File: config.mk
export PLATFORM = sky130hd
export DESIGN_NAME = instr_mem_loader_flat
export DESIGN_NICKNAME = d
export VERILOG_FILES = /design/src/rtl/instr_mem_loader_pkg.sv /design/src/rtl/instr_mem_loader_if.sv /design/src/rtl/instr_mem_loader_assembler.sv /design/src/rtl/instr_mem_loader.sv /design/src/flat_wrapper.sv
export SDC_FILE = /design/constraint.sdc
export NUM_CORES = 1
export LEC_CHECK = 0
export CORE_MARGIN = 10
export CORE_UTILIZATION = 54
export DETAILED_ROUTE_END_ITERATION = 6
export MAX_ROUTING_LAYER = met4
export PLACE_DENSITY_LB_ADDON = 0.15
export RECOVER_POWER = 25
export SLEW_MARGIN = 20
export SYNTH_ARGS = -nofsm -noshare
export SYNTH_HDL_FRONTEND = slang
export SYNTH_SLANG_ARGS = --single-unit
File: constraint.sdc
create_clock -name clk -period 4.5 [get_ports clk]
set_input_delay 1.35 -clock clk [delete_from_list [all_inputs] [get_ports clk]]
set_output_delay 1.35 -clock clk [all_outputs]
set_load 0.05 [all_outputs]
File: src/rtl/instr_mem_loader_pkg.sv
// =============================================================================
//  Module  : loader_pkg
//  Brief   : Shared state encoding and constants for the instruction loader.
//  Rev     : 1.0  initial release
// =============================================================================
`default_nettype none

package loader_pkg;

    typedef enum logic [1:0] {
        ST_IDLE  = 2'b00,
        ST_RECV  = 2'b01,
        ST_WRITE = 2'b10,
        ST_DONE  = 2'b11
    } state_t;

    localparam logic [31:0] HALT_WORD      = 32'hFFFF_FFFF;
    localparam int          BYTES_PER_WORD = 4;
    localparam int          ADDR_STEP      = 4;

endpackage

`default_nettype wire

File: src/rtl/instr_mem_loader_if.sv
// =============================================================================
//  Module  : instr_mem_loader_if
//  Brief   : UART byte stream in, RAM write port out, as seen by the loader.
//  Rev     : 1.0  initial release
// =============================================================================
`default_nettype none

interface instr_mem_loader_if #(
    parameter int NB_DATA = 32,
    parameter int NB_ADDR = 12,
    parameter int NB_BYTE = 8
);
    logic               i_rx_valid;
    logic [NB_BYTE-1:0] i_rx_byte;
    logic               o_we;
    logic [NB_DATA-1:0] o_data;
    logic [NB_ADDR-1:0] o_addr;

    modport master (input  i_rx_valid, i_rx_byte, output o_we, o_data, o_addr);
    modport slave  (output i_rx_valid, i_rx_byte, input  o_we, o_data, o_addr);
endinterface

`default_nettype wire

File: src/rtl/instr_mem_loader_assembler.sv
// =============================================================================
//  Module  : word_assembler
//  Brief   : Packs bytes MSB-first into a word; pulses word_valid on 4th byte.
//  Rev     : 1.0  initial release
// =============================================================================
`default_nettype none

module word_assembler
    import loader_pkg::*;
#(
    parameter int NB_DATA = 32,
    parameter int NB_BYTE = 8
) (
    input  wire logic               clk,
    input  wire logic               i_rst,
    input  wire logic               i_clear,
    input  wire logic               i_valid,
    input  wire logic [NB_BYTE-1:0] i_byte,
    output logic      [NB_DATA-1:0] o_word,
    output logic                    o_word_valid,
    output logic      [1:0]         o_count
);

    logic [NB_DATA-1:0] r_shift;
    logic [1:0]         r_cnt;
    logic [NB_DATA-1:0] w_word;
    logic               w_last;

    // The completed word is presented in the same cycle as the 4th byte strobe
    assign w_word       = {r_shift[NB_DATA-NB_BYTE-1:0], i_byte};
    assign w_last       = i_valid && (r_cnt == 2'(BYTES_PER_WORD - 1));
    assign o_word       = w_word;
    assign o_word_valid = w_last;
    assign o_count      = r_cnt;

    always_ff @(posedge clk) begin
        if (i_rst) begin
            r_shift <= '0;
            r_cnt   <= '0;
        end else if (i_clear) begin
            r_cnt   <= '0;
        end else if (i_valid) begin
            r_shift <= w_word;
            r_cnt   <= w_last ? 2'd0 : r_cnt + 2'd1;
        end
    end

endmodule

`default_nettype wire

File: src/rtl/instr_mem_loader.sv
// =============================================================================
//  Module  : instr_mem_loader
//  Brief   : Loads a UART byte stream as 32-bit words into the instruction RAM.
//            Optional inter-byte timeout enabled by macro LOADER_TIMEOUT_EN.
//  Rev     : 1.0  initial release
// =============================================================================
`default_nettype none

module instr_mem_loader
    import loader_pkg::*;
#(
    parameter int NB_DATA        = 32,
    parameter int NB_ADDR        = 12,
    parameter int NB_BYTE        = 8,
    parameter int TIMEOUT_CYCLES = 1000000
) (
    input  wire logic             clk,
    input  wire logic             i_rst,
    input  wire logic             i_start,
    instr_mem_loader_if.master    bus,
    output logic                  o_busy,
    output logic                  o_done,
    output logic                  o_overflow,
`ifdef LOADER_TIMEOUT_EN
    output logic                  o_timeout,
`endif
    output logic [NB_ADDR-2:0]    o_word_count
);

    localparam logic [NB_ADDR-1:0] c_addr_last = ~NB_ADDR'(ADDR_STEP - 1);

    state_t             r_state;
    state_t             w_state_next;
    logic               r_we;
    logic [NB_DATA-1:0] r_data;
    logic [NB_ADDR-1:0] r_addr;
    logic [NB_ADDR-2:0] r_word_count;
    logic               r_overflow;

    logic [NB_DATA-1:0] w_word;
    logic               w_word_valid;
    logic [1:0]         w_byte_count;
    logic               w_asm_valid;
    logic               w_asm_clear;
    logic               w_arm;
    logic               w_load;
    logic               w_timeout_hit;

    assign w_asm_valid = bus.i_rx_valid && (r_state == ST_RECV || r_state == ST_WRITE);
    assign w_asm_clear = (r_state == ST_IDLE) || (r_state == ST_DONE);
    assign w_arm       = i_start && w_asm_clear;
    assign w_load      = (r_state == ST_RECV) && w_word_valid;

    word_assembler #(
        .NB_DATA (NB_DATA),
        .NB_BYTE (NB_BYTE)
    ) u_word_assembler (
        .clk          (clk),
        .i_rst        (i_rst),
        .i_clear      (w_asm_clear),
        .i_valid      (w_asm_valid),
        .i_byte       (bus.i_rx_byte),
        .o_word       (w_word),
        .o_word_valid (w_word_valid),
        .o_count      (w_byte_count)
    );

`ifdef LOADER_TIMEOUT_EN
    localparam int NB_IDLE = $clog2(TIMEOUT_CYCLES + 1);

    logic [NB_IDLE-1:0] r_idle;
    logic               r_timeout;

    // Only a partially assembled word can time out
    assign w_timeout_hit = (r_state == ST_RECV) && (w_byte_count != 2'd0) &&
                           !bus.i_rx_valid && (r_idle == NB_IDLE'(TIMEOUT_CYCLES - 1));

    always_ff @(posedge clk) begin
        if (i_rst) begin
            r_idle    <= '0;
            r_timeout <= 1'b0;
        end else begin
            r_timeout <= w_timeout_hit;
            if (r_state != ST_RECV || w_byte_count == 2'd0 || bus.i_rx_valid)
                r_idle <= '0;
            else
                r_idle <= r_idle + NB_IDLE'(1);
        end
    end

    assign o_timeout = r_timeout;
`else
    logic w_unused_cfg;
    assign w_timeout_hit = 1'b0;
    assign w_unused_cfg  = (TIMEOUT_CYCLES < 0) ^ (^w_byte_count);
`endif

    always_comb begin
        w_state_next = r_state;
        case (r_state)
            ST_IDLE:  if (i_start) w_state_next = ST_RECV;
            ST_RECV: begin
                if (w_word_valid)       w_state_next = ST_WRITE;
                else if (w_timeout_hit) w_state_next = ST_DONE;
            end
            ST_WRITE: begin
                if (r_data == NB_DATA'(HALT_WORD) || r_addr == c_addr_last)
                    w_state_next = ST_DONE;
                else
                    w_state_next = ST_RECV;
            end
            ST_DONE:  if (i_start) w_state_next = ST_RECV;
            default:  w_state_next = ST_IDLE;
        endcase
    end

    always_ff @(posedge clk) begin
        if (i_rst) begin
            r_state      <= ST_IDLE;
            r_we         <= 1'b0;
            r_data       <= '0;
            r_addr       <= '0;
            r_word_count <= '0;
            r_overflow   <= 1'b0;
        end else begin
            r_state <= w_state_next;
            r_we    <= w_load;
            if (w_load)
                r_data <= w_word;
            if (w_arm) begin
                r_addr       <= '0;
                r_word_count <= '0;
                r_overflow   <= 1'b0;
            end else if (r_state == ST_WRITE) begin
                r_word_count <= r_word_count + (NB_ADDR-1)'(1);
                // Address saturates at the top of the RAM instead of wrapping
                if (r_addr == c_addr_last) begin
                    if (r_data != NB_DATA'(HALT_WORD))
                        r_overflow <= 1'b1;
                end else begin
                    r_addr <= r_addr + NB_ADDR'(ADDR_STEP);
                end
            end
        end
    end

    assign bus.o_we     = r_we;
    assign bus.o_data   = r_data;
    assign bus.o_addr   = r_addr;
    assign o_busy       = (r_state == ST_RECV) || (r_state == ST_WRITE);
    assign o_done       = (r_state == ST_DONE);
    assign o_overflow   = r_overflow;
    assign o_word_count = r_word_count;

endmodule

`default_nettype wire

File: src/flat_wrapper.sv
// flat-port wrapper written by rule: the top's interface ports become plain ports
module instr_mem_loader_flat import loader_pkg::*;
#(
    parameter int NB_DATA        = 32,
    parameter int NB_ADDR        = 12,
    parameter int NB_BYTE        = 8,
    parameter int TIMEOUT_CYCLES = 1000000
)
  (clk, i_rst, i_start, o_busy, o_done, o_overflow, o_word_count, bus_i_rx_valid, bus_i_rx_byte, bus_o_we, bus_o_data, bus_o_addr);
  instr_mem_loader_if #(.NB_DATA(NB_DATA), .NB_ADDR(NB_ADDR), .NB_BYTE(NB_BYTE)) bus_i ();
  input  wire logic clk;
  input  wire logic i_rst;
  input  wire logic i_start;
  output logic o_busy;
  output logic o_done;
  output logic o_overflow;
  output logic [NB_ADDR-2:0] o_word_count;
  input wire logic [$bits(bus_i.i_rx_valid)-1:0] bus_i_rx_valid;
  input wire logic [$bits(bus_i.i_rx_byte)-1:0] bus_i_rx_byte;
  output wire logic [$bits(bus_i.o_we)-1:0] bus_o_we;
  output wire logic [$bits(bus_i.o_data)-1:0] bus_o_data;
  output wire logic [$bits(bus_i.o_addr)-1:0] bus_o_addr;
  assign bus_i.i_rx_valid = bus_i_rx_valid;
  assign bus_i.i_rx_byte = bus_i_rx_byte;
  assign bus_o_we = bus_i.o_we;
  assign bus_o_data = bus_i.o_data;
  assign bus_o_addr = bus_i.o_addr;
  instr_mem_loader #(.NB_DATA(NB_DATA), .NB_ADDR(NB_ADDR), .NB_BYTE(NB_BYTE), .TIMEOUT_CYCLES(TIMEOUT_CYCLES)) u_core (.clk(clk), .i_rst(i_rst), .i_start(i_start), .bus(bus_i), .o_busy(o_busy), .o_done(o_done), .o_overflow(o_overflow), .o_word_count(o_word_count));
endmodule
# == Yosys cells after proc, flatten, opt, wreduce, memory -nomap -nowiden ==
# Index checks and enable logic that the tools add are counted.
# totals
regBits,85
output_inout_bits,59
# classes
add_sub_neg,3
reduce_logical,15
eq_ne,9
mux,5
bitwise_logic,2
# op_table
cell,n
$eq A32 B32 Y1 const B,1
$ne A32 B32 Y1 const B,1
$add A12 B3 Y12 const B,1
$eq A12 B12 Y1 const B,1
$add A11 B1 Y11 const B,1
$mux W2,4
$eq A2 B2 Y1 const B,3
$pmux W2 S3,1
$reduce_and A2 Y1,3
$reduce_or A2 Y1,3
$logic_and A1 B1 Y1,4
$logic_or A1 B1 Y1,3
$reduce_and A3 Y1,1
$add A2 B1 Y2 const B,1
$eq A2 B1 Y1 const B,1
$logic_not A2 Y1,1
$ne A2 B1 Y1 const B,1
$ne A2 B2 Y1 const B,1
$not A1 Y1,2

# == Depth between registers and ports, before layout ==
# logic_depth
depth_word,6
mapped_depth,10
mapped_depth_nobuf,6

# == Modules after synthesis ==
# Synthesis repeated with hierarchy kept, for this count alone.
# unflattened
cells_unflattened,415
hier_area_um2,3574.7
# by_module_without_submodules
module,area_per_inst_um2,instances,cells_per_inst,seq_area_each_um2
instr_mem_loader,2432.3,1,291,1141.1
word_assembler,1142.3,1,124,520.5

# == Worst setup path after synthesis ==
# Ideal clock, no wire load.
# synth_timing
path_kind,register -> output
startpoint,register u_core.r_state[0]
endpoint,output port o_busy
t_required_ps,3150
slack_ps,1989
path_buffers,1
stages_incl_launch_ff,5
arrival_ps,1161
path_cell_list,dfxtp_1 > inv_1 > ha_1 > buf_2 > inv_1
# synth_via
elab_chain_len,2
word_cells_on_any_way,3
cone_classes,eq/ne (2); reduce/logical (1)
# synth_rtl
item,line_no,rtl
"start, declared",instr_mem_loader.sv:32,state_t r_state;
"start signal, assigned",instr_mem_loader.sv:126,r_state <= w_state_next;
$eq A2 B1 Y1 / $eq A2 B2 Y1 (equally long branches),instr_mem_loader.sv:150,assign o_busy = (r_state == ST_RECV) || (r_state == ST_WRITE);
$logic_or A1 B1 Y1 *,instr_mem_loader.sv:150,
"end, declared",flat_wrapper.sv:14,output logic o_busy;
# Every way passes the cells marked *; elsewhere a longest branch is shown, timed or not.

# == Final worst setup path ==
# Same ends and word-level chain as after synthesis.

==> flow_metrics.env <==
export IMPL_area_delta_synth_final_pct=25.4
export IMPL_maxCapViolations=0
export IMPL_slew_headroom=0.0436
export IMPL_grt_overflow_total=0
export IMPL_final_cell_mix="nand2_1 (124), dfxtp_1 (83), clkdlybuf4s50_1 (66), a21oi_1 (48), nor2_1 (16)"
export IMPL_holdPathStages=2
export IMPL_post_cts_resized=0
export IMPL_nFillCells=505
export IMPL_ant_nets=0
export IMPL_finalSetupViolations=0
export IMPL_grt_max_degree=34
export IMPL_drtIter0Drc=159
export IMPL_wire_per_inst_um=14.9
export IMPL_min_from="u_core.u_word_assembler.r_shift[21]"
export IMPL_cts_buffers=9
export IMPL_fin_ws_ns=0.957
export IMPL_coreArea_mm2=0.00599
export IMPL_fmax_ghz=0.282
export IMPL_yosysWarnings=0
export IMPL_final_common_cell="nand2_1"
export IMPL_status="complete, no violations"
export IMPL_drive_gt1_frac=0.0860
export IMPL_dp_slack_ns=1.29
export IMPL_required_ns=3.15
export IMPL_cts_hold_buf=0
export IMPL_hold_ws_ns=0.457
export IMPL_start_util=0.563
export IMPL_grt_pass1_wl_mm=13.3
export IMPL_die_h_um=99.0
export IMPL_firstDrtPassIters=4
export IMPL_synth_avg_cell_area_um2=8.41
export IMPL_clk_latency_ns=0.35
export IMPL_std_cell_rows=28
export IMPL_hold_path_end="u_core.bus.o_data[29]"
export IMPL_grt_pass1_vias=2833
export IMPL_start_kind="flip-flop"
export IMPL_rr_startpoint="u_core.r_state[0]"
export IMPL_layout_nets=478
export IMPL_finalCritPeriodShare=0.787
export IMPL_fp_dieArea_mm2=0.00981
export IMPL_min_path_type="reg -> reg"
export IMPL_cts_setup_buffers=0
export IMPL_endpoint_kind="output port"
export IMPL_cts_sinks=83
export IMPL_diodes=0
export IMPL_synthCells=401
export IMPL_synth_seq_area_share=0.493
export IMPL_ys_async_sr_fraction=0
export IMPL_setup_worst_path_class="reg -> out"
export IMPL_hold_viol=0
export IMPL_leakage_nw=1.42
export IMPL_synth_cell_types=44
export IMPL_place_congestion=0.805
export IMPL_cts_tree="built"
export IMPL_finClkSkew_ns=0.00625
export IMPL_ff2ff_setup_slack_ns=2.32
export IMPL_clk_pin_slew_ns=0.09
export IMPL_tns_ns=0
export IMPL_clock_path_buffers=2
export IMPL_vdd_drop_max_v=0.000259
export IMPL_die_w_um=99.0
export IMPL_drc=0
export IMPL_r2r_cells=8
export IMPL_worst_slew_pin_slew_ns=1.43
export IMPL_path_max_fanout=8
export IMPL_finalWirelength_mm=8.05
export IMPL_setup_worst_path_start="u_core.r_state[0]"
export IMPL_arrival_ns=2.19
export IMPL_h_tree_depth=3
export IMPL_num_vias=2928
export IMPL_dp_hpwl_mm=5.78
export IMPL_grt_usage=0.167
export IMPL_clockRootBuffer="clkbuf_8"
export IMPL_synth_ff_type="dfxtp_1"
export IMPL_ioPinCount=71
export IMPL_drt_vias_per_instance=5.42
export IMPL_synth_cell_area_mm2=0.00337
export IMPL_rr_endpoint="u_core.bus.o_data[11]"
export IMPL_grt_setup_unrepaired="false"
export IMPL_period_minus_slack_ns=3.54
export IMPL_ys_ff_latch=83
export IMPL_synth_edf_count=0
export IMPL_drv_slew=0
export IMPL_numPortBuffers=68
export IMPL_p_per_area_mw_per_mm2=388
export IMPL_antenna_found_initial=0
cell families after synthesis:
group                    Yosys count  share of synthesized area
AND/OR/NAND/NOR                  185                      0.244
flip-flops                        83                      0.493
AO/OA/AOI/OAI                     82                      0.154
buffers and inverters             30                     0.0490
XOR/XNOR                          12                     0.0312
adder cells (fa/ha/maj)            6                     0.0223
multiplexers                       2                    0.00593
other                              1                    0.00111
per-layer routing:
layer | vias to the layer above | part of all wire | routed length [um] | GRT usage
li1 | 1469 | - | - | -
met1 | 1390 | 0.41 | 3280 | 0.178
met2 | 58 | 0.52 | 4210 | 0.285
met3 | 11 | 0.050 | 406 | 0.0440
met4 | 0 | 0.019 | 151 | 0.0750
met5 | - | 0 | 0 | -
worst max-delay path by stage:
stage,to,slack (ns),depth (start not counted)
global placement,u_core.bus.o_data[15],1.33,7
detailed placement,u_core.bus.o_data[28],1.29,7
CTS,o_busy,0.95,4
finish,o_busy,0.96,4
global route,o_busy,0.87,4
floorplan,o_busy,1.99,4
through the flow:
stage,util,cell area [um2],power [mW],std cells
global route,0.706,4230,1.72,540
detailed placement,0.673,4030,1.10,524
global placement,0.673,4030,1.09,524
finish,0.706,4230,1.64,540
floorplan,-,3380,1.03,402
CTS,0.707,4240,1.66,540
cell type report:
type | instances | area, um2 | share of cell area
Timing Repair Buffer | 72 | 704 | 0.166
Tap cell | 75 | 93.8 | 0.0222
Sequential cell | 83 | 1660 | 0.393
Multi-Input combinational cell | 289 | 1550 | 0.365
Inverter | 5 | 18.8 | 0.00444
Clock inverter | 7 | 83.8 | 0.0198
Clock buffer | 9 | 124 | 0.0293
state kept, by name, indices dropped and copies added (netlist names):
signal                           count
u_core.bus.o_data                   32
u_core.u_word_assembler.r_shift     24
u_core.o_word_count                 11
u_core.bus.o_addr                   10
u_core.r_state                       2
u_core.u_word_assembler.o_count      2
u_core.bus.o_we                      1
u_core.o_overflow                    1
power breakdown:
group	total [mW]	leakage [nW]	internal [mW]	switching [mW]
combinational	0.292	0.647	0.0917	0.200
sequential	0.794	0.670	0.765	0.0295
clock	0.557	0.102	0.266	0.291
total	1.64	1.42	1.12	0.520
critical path, stage by stage (launching register included):
cell and delay, ns:
dfxtp_1 0.38, inv_1 0.08, ha_1 0.41, inv_1 0.16, clkdlybuf4s50_1 0.83
Yosys cell counts (all sizes together) (3+ instances only):
master,count,area (um2)
and4,3,31.3
xor2,11,96.3
o21ai,5,25.0
nor3,5,25.0
nand4,11,81.3
dfxtp,83,1660
o211ai,3,22.5
nor2,16,60.1
nand2,124,465
clkbuf,9,33.8
and3,4,25.0
buf,16,113
nor3b,3,27.5
ha,6,75.1
inv,5,18.8
nand3,10,50.1
a21oi,61,354
Power figures use the tool's default switching activity.
